==> src/rtl/udp_tx_pkg.sv <==
// Shared types for the UDP transmit packetizer: length width, read FSM states
// and the bank/pointer types used by the top and the bench-facing logic.
package udp_tx_pkg;

  localparam int LEN_W = 16;

  typedef enum logic [1:0] {
    IDLE,
    REQ,
    GAP
  } rd_state_e;

  typedef logic             bank_t;
  typedef logic [LEN_W-1:0] ptr_t;
  typedef logic [LEN_W-1:0] len_t;

endpackage

==> src/rtl/tx_bank_ram.sv <==
// Simple dual-port byte RAM holding both ping-pong banks; address = {bank, ptr}.
// Registered read so it maps onto block RAM.
module tx_bank_ram #(
  parameter int DATA_W = 8,
  parameter int AW     = 7
) (
  input  logic              clk,
  input  logic              wr_en,
  input  logic [AW-1:0]     wr_addr,
  input  logic [DATA_W-1:0] wr_dat,
  input  logic [AW-1:0]     rd_addr,
  output logic [DATA_W-1:0] rd_dat_p1
);

  logic [DATA_W-1:0] mem [2**AW];

  always_ff @(posedge clk) begin
    if (wr_en) begin
      mem[wr_addr] <= wr_dat;
    end
  end

  always_ff @(posedge clk) begin
    rd_dat_p1 <= mem[rd_addr];
  end

endmodule

==> src/rtl/udp_tx_packer.sv <==
// Ping-pong packetizer feeding the W5500 UDP transmit engine (level request, FWFT data).
// Optional partial-bank flush on idle: define UDP_TX_PACKER_TIMEOUT_EN.
module udp_tx_packer
  import udp_tx_pkg::*;
#(
  parameter int PKT_LEN     = 64,
  parameter int TIMEOUT_CYC = 50000
) (
  input  logic             clk,
  input  logic             rst,
  input  logic             din_vld,
  input  logic [7:0]       din,
  output logic             o_dat_tx_req,
  input  logic             dat_tx_rden,
  output logic [7:0]       o_dat,
  output logic [LEN_W-1:0] o_dat_len,
  input  logic             dat_tx_end,
  output logic             o_drop
);

  localparam int   PW        = (PKT_LEN > 1) ? $clog2(PKT_LEN) : 1;
  localparam len_t PKT_LEN_L = len_t'(PKT_LEN);

  rd_state_e  state, state_nxt;
  bank_t      wr_bank, rd_bank, rd_bank_nxt, rd_next;
  ptr_t       rd_ptr, rd_ptr_nxt;
  len_t       len_nxt;
  logic [1:0] full;
  len_t       cnt [2];
  logic       accept, close, rel, to_fire;
  logic [PW:0] ram_waddr, ram_raddr;
  logic [7:0] rd_dat_p1;

  assign accept    = din_vld && !full[wr_bank];
  assign rel       = (state == REQ) && dat_tx_end;
  assign close     = (accept && ((cnt[wr_bank] + 16'd1) == PKT_LEN_L)) || to_fire;
  assign ram_waddr = {wr_bank, cnt[wr_bank][PW-1:0]};

`ifdef UDP_TX_PACKER_TIMEOUT_EN
  logic [31:0] to_cnt;
  logic        to_idle;

  assign to_idle = !din_vld && !full[wr_bank] && (cnt[wr_bank] != '0);
  assign to_fire = to_idle && (to_cnt == 32'(TIMEOUT_CYC - 1));

  always_ff @(posedge clk or posedge rst) begin
    if (rst) begin
      to_cnt <= '0;
    end else if (to_idle && !to_fire) begin
      to_cnt <= to_cnt + 32'd1;
    end else begin
      to_cnt <= '0;
    end
  end
`else
  assign to_fire = 1'b0;
`endif

  // Write side: bank fill, close and release. Release and close never hit the
  // same bank because a released bank is full and the writer skips full banks.
  always_ff @(posedge clk or posedge rst) begin
    if (rst) begin
      full    <= '0;
      cnt[0]  <= '0;
      cnt[1]  <= '0;
      wr_bank <= 1'b0;
      rd_next <= 1'b0;
      o_drop  <= 1'b0;
    end else begin
      o_drop <= din_vld && full[wr_bank];
      if (accept) begin
        cnt[wr_bank] <= cnt[wr_bank] + 16'd1;
      end
      if (close) begin
        full[wr_bank] <= 1'b1;
        wr_bank       <= ~wr_bank;
      end
      if (rel) begin
        full[rd_bank] <= 1'b0;
        cnt[rd_bank]  <= '0;
        rd_next       <= ~rd_next;
      end
    end
  end

  tx_bank_ram #(
    .DATA_W (8),
    .AW     (PW + 1)
  ) u_ram (
    .clk       (clk),
    .wr_en     (accept),
    .wr_addr   (ram_waddr),
    .wr_dat    (din),
    .rd_addr   (ram_raddr),
    .rd_dat_p1 (rd_dat_p1)
  );

  always_ff @(posedge clk or posedge rst) begin
    if (rst) begin
      state     <= IDLE;
      rd_bank   <= 1'b0;
      rd_ptr    <= '0;
      o_dat_len <= '0;
    end else begin
      state     <= state_nxt;
      rd_bank   <= rd_bank_nxt;
      rd_ptr    <= rd_ptr_nxt;
      o_dat_len <= len_nxt;
    end
  end

  // Read address is the next-cycle pointer so the registered RAM output lines
  // up with rd_ptr, giving first-word-fall-through on o_dat.
  always_comb begin
    state_nxt   = state;
    rd_bank_nxt = rd_bank;
    rd_ptr_nxt  = rd_ptr;
    len_nxt     = o_dat_len;
    ram_raddr   = '0;
    case (state)
      IDLE: begin
        if (full[rd_next]) begin
          state_nxt   = REQ;
          rd_bank_nxt = rd_next;
          rd_ptr_nxt  = '0;
          len_nxt     = cnt[rd_next];
        end
      end
      REQ: begin
        if (dat_tx_rden && (rd_ptr != o_dat_len)) begin
          rd_ptr_nxt = rd_ptr + 16'd1;
        end
        if (dat_tx_end) begin
          state_nxt = GAP;
        end
      end
      GAP:     state_nxt = IDLE;
      default: state_nxt = IDLE;
    endcase
    ram_raddr = {rd_bank_nxt, rd_ptr_nxt[PW-1:0]};
  end

  // Output stage: FWFT byte from the RAM register, zero past the end of packet
  assign o_dat_tx_req = (state == REQ);
  assign o_dat        = ((state == REQ) && (rd_ptr != o_dat_len)) ? rd_dat_p1 : 8'h00;

endmodule

==> config.mk <==
export PLATFORM = sky130hd
export DESIGN_NAME = udp_tx_packer
export DESIGN_NICKNAME = d
export VERILOG_FILES = /design/src/rtl/udp_tx_pkg.sv /design/src/rtl/tx_bank_ram.sv /design/src/rtl/udp_tx_packer.sv
export SDC_FILE = /design/constraint.sdc
export NUM_CORES = 2
export LEC_CHECK = 0
export BUFFER_PORTS_ARGS = -buffer_cell sky130_fd_sc_hd__buf_2
export CAP_MARGIN = 20
export CORE_ASPECT_RATIO = 0.9
export CORE_MARGIN = 4
export CORE_UTILIZATION = 25
export CTS_CLUSTER_DIAMETER = 100
export CTS_CLUSTER_SIZE = 20
export DETAILED_ROUTE_END_ITERATION = 7
export GPL_TIMING_DRIVEN = 1
export PLACE_DENSITY = 0.4
export SLEW_MARGIN = 15
export SYNTH_ARGS = -nofsm -noshare
export SYNTH_HDL_FRONTEND = slang
export SYNTH_SLANG_ARGS = --single-unit
==> constraint.sdc <==
create_clock -name clk -period 5.6 [get_ports clk]
set_input_delay 0.28 -clock clk [delete_from_list [all_inputs] [get_ports clk]]
set_output_delay 0.28 -clock clk [all_outputs]
set_load 0.005 [all_outputs]
==> impl_metrics.env <==
export IMPL_status="finished clean"
export IMPL_yosysTopAreaCell="edfxtp_1"
export IMPL_yosys_warnings=0
export IMPL_pwr_share_clk=0.303
export IMPL_avgSynthCellArea_um2=13.3
export IMPL_final_area_mm2=0.0515
export IMPL_gp_congestion=0.784
export IMPL_io_pins=39
export IMPL_critPathArrivalTime_ns=5.71
export IMPL_postCtsSetupBuffers=0
export IMPL_die_x_um=462
export IMPL_num_rows=149
export IMPL_slowest_stage="mux2_8"
export IMPL_hold_class="in -> reg"
export IMPL_core_region_area_mm2=0.184
export IMPL_p_leak_nw=16.5
export IMPL_cts_root_buf="clkbuf_16"
export IMPL_synth_seq_cells=1104
export IMPL_end_kind="flop"
export IMPL_holdWs_ns=0.0743
export IMPL_p_sw_frac=0.279
export IMPL_antenna_found_initial=3
export IMPL_routed_wl_mm=158
export IMPL_die_area_mm2=0.193
export IMPL_worstPathBufferInverterCount=1
export IMPL_h_tree_depth=2
export IMPL_fmax_mhz=197
export IMPL_crit_type="reg -> reg"
export IMPL_p_switching_mw=4.59
export IMPL_nFillCells=18711
export IMPL_ant_nets=0
export IMPL_min_path_cells=1
export IMPL_max_cap_violations=0
export IMPL_layout_commonest_cell="edfxtp_1"
export IMPL_skew_ns=0.0569
export IMPL_rr_worst_depth=11
export IMPL_dpl_instance_area_mm2=0.0497
export IMPL_syn_area_mm2=0.0464
export IMPL_irDropWorstVdd_v=0.000238
export IMPL_post_cts_resized=0
export IMPL_clk_pin_slew_ns=0.09
export IMPL_min_delay_start="din[7]"
export IMPL_hold_violations=0
export IMPL_start_kind="flop"
export IMPL_crit_family="compound AO/OA/AOI/OAI gates"
export IMPL_rr_startpoint="o_dat_len[13]$_DFFE_PP0P_"
export IMPL_drt_first_pass_iters=7
export IMPL_track_usage=0.160
export IMPL_async_flop_share=0.0652
export IMPL_cts_made_buffers=61
export IMPL_grt_overflow=0
export IMPL_multiInputGateArea_mm2=0.0125
export IMPL_period_needed_ns=5.08
export IMPL_r2r_end="u_ram.rd_dat_p1[6]$_DFF_P_"
export IMPL_areaGrowthSynthToFinish_pct=11.1
export IMPL_p_per_area_mw_per_mm2=319
export IMPL_cp_required_ns=6.23
export IMPL_drc=0
export IMPL_setup_viol=0
export IMPL_p_seq_frac=0.562
export IMPL_syn_inst=3502
export IMPL_synth_seq_area_share=0.705
export IMPL_fin_nets=3464
export IMPL_yosysTopAreaCellShare=0.663
export IMPL_io_buffers=38
export IMPL_worst_pin_slew_ns=1.10
export IMPL_viasPerCell=5.07
export IMPL_slew_headroom=0.251
export IMPL_insertion_delay_ns=0.73
export IMPL_fin_crit_sh=0.908
export IMPL_slowest_delay_ns=0.97
export IMPL_vias=30034
export IMPL_layout_common_cells="edfxtp_1, nand2_1, nand3_1"
export IMPL_crit_chain="xor2_1 > nor4_2 > nand4_2 > mux2_8 > buf_4 > and3_1 > a211oi_1 > a2111oi_0 > o21ai_0 > a41o_1 > o211ai_1"
export IMPL_dr_first_iter_drc_count=2865
export IMPL_cp_depth=11
export IMPL_finalSetupTns_ns=0
export IMPL_grt_pass1_wl_mm=228
export IMPL_drive_gt1_frac=0.0783
export IMPL_cts_tree="yes"
export IMPL_die_y_um=417
export IMPL_yosysUniqueCellTypes=73
export IMPL_start_util=0.252
export IMPL_p_int_mw=11.9
export IMPL_rsz0062_at_grt="false"
export IMPL_cts_buffer_depth=3
export IMPL_synth_nets=3518
export IMPL_yosys_most_used_dff="edfxtp_1"
export IMPL_power_frac_comb=0.135
export IMPL_seq_area_mm2=0.0327
export IMPL_synth_edff_count=1024
export IMPL_slew_viol_final=0
export IMPL_utilization=0.280
export IMPL_ys_top_cells_by_area="edfxtp_1, dfrtp_1, nand2_1"
export IMPL_clock_sinks=1104
export IMPL_dp_hpwl_mm=95.2
export IMPL_holdPathEnd="u_ram.mem[39][7]$_DFFE_PP_"
export IMPL_wl_per_cell_um=26.8
export IMPL_crit_path_max_fanout=103
export IMPL_r2r_slack_ns=0.52
export IMPL_grt_max_degree=119
export IMPL_grt_pass1_vias=29405
-- sequential cells by signal, indices dropped and copies added, names as in the netlist --
register / count
rd_next: 1
state: 2
rd_bank: 1
wr_bank: 1
u_ram.rd_dat_p1: 8
cnt: 32
o_drop: 1
u_ram.mem: 1024
rd_ptr: 16
full: 2
o_dat_len: 16
-- stage by stage --
step,power [mW],instances,setup WS [ns]
4_1_cts,16.6,5917,0.441
3_5_place_dp,11.7,5797,0.514
6_report,16.4,5919,0.518
3_3_place_gp,11.7,5797,0.539
5_1_grt,17.1,5917,0.381
2_1_floorplan,10.6,3502,1.61
-- layer usage --
metal,track usage,vias to the layer above,share of wire
li1,-,13410,-
met1,0.241,15789,0.48
met2,0.248,709,0.45
met3,0.0194,124,0.045
met4,0.0301,2,0.017
met5,0,-,0.000082
-- cell families (layout without fill, tap and decap cells) --
| kind of cell | after synthesis | count (layout) | share of synthesized area |
|---|---|---|---|
| xor gates and xnor gates | 34 | 34 | 0.00642 |
| and+or+nand+nor | 1166 | 1166 | 0.117 |
| adders and majority gates | 3 | 3 | 0.000809 |
| AOI/OAI and AO/OA | 808 | 808 | 0.125 |
| muxes | 82 | 82 | 0.0181 |
| buffers and inverters | 305 | 304 | 0.0286 |
| DFF | 1104 | 1104 | 0.705 |
| other | 0 | 2 | 0 |
-- what timing repair did --
| action | CTS | global route |
|---|---|---|
| hold buffers | 4 | 0 |
| hold endpoints to repair | 80 | 0 |
| setup endpoints to repair | 0 | 0 |
-- synthesized netlist by cell type, drive strengths merged, types with 3 or more instances --
| cell | n |
|---|---|
| or3 | 4 |
| a2111oi | 31 |
| o21ai | 160 |
| and3 | 195 |
| nand2 | 454 |
| mux2i | 78 |
| dfxtp | 8 |
| a22o | 14 |
| a211o | 14 |
| a211oi | 127 |
| mux2 | 4 |
| a221oi | 8 |
| a311o | 34 |
| a21o | 6 |
| a311oi | 76 |
| a32o | 12 |
| nor2 | 168 |
| nor2b | 13 |
| a31oi | 38 |
| a32oi | 64 |
| o211ai | 17 |
| a21boi | 22 |
| inv | 14 |
| buf | 131 |
| and2 | 5 |
| xor2 | 23 |
| clkbuf | 158 |
| o2111a | 6 |
| a22oi | 28 |
| nor4 | 7 |
| nand3 | 295 |
| xnor2 | 11 |
| nor3 | 7 |
| or4 | 5 |
| o311ai | 7 |
| ha | 3 |
| dfrtp | 72 |
| or2 | 3 |
| nand4 | 5 |
| edfxtp | 1024 |
| a21oi | 129 |
-- how the worst max path moves through the flow --
stage / from / endpoint
after detailed placement: o_dat_len[13]$_DFFE_PP0P_ / u_ram.rd_dat_p1[5]$_DFF_P_
after global placement: o_dat_len[13]$_DFFE_PP0P_ / u_ram.rd_dat_p1[5]$_DFF_P_
after CTS: o_dat_len[13]$_DFFE_PP0P_ / u_ram.rd_dat_p1[5]$_DFF_P_
after global routing: o_dat_len[13]$_DFFE_PP0P_ / u_ram.rd_dat_p1[5]$_DFF_P_
final: o_dat_len[13]$_DFFE_PP0P_ / u_ram.rd_dat_p1[6]$_DFF_P_
after floorplan: wr_bank$_DFFE_PP0N_ / wr_bank$_DFFE_PP0N_
-- power by group through the flow --
stage / clock, mW / sequential, mW / combinational (mW)
after CTS: 5.14 / 9.24 / 2.24
after global placement: 0 / 9.43 / 2.24
after global routing: 5.41 / 9.26 / 2.38
final: 4.99 / 9.24 / 2.22
after floorplan: 0 / 9.40 / 1.16
after detailed placement: 0 / 9.43 / 2.24
-- layout make-up --
cell class | count | area share
sequential | 1104 | 0.635
multi-input combinational | 2093 | 0.242
tap | 2416 | 0.0586
clock buffer | 113 | 0.0344
timing repair buffer | 172 | 0.0286
inverter | 16 | 0.00151
clock inverter | 3 | 0.000534
antenna | 2 | 0.0000971
Power figures use the tool's default switching activity.
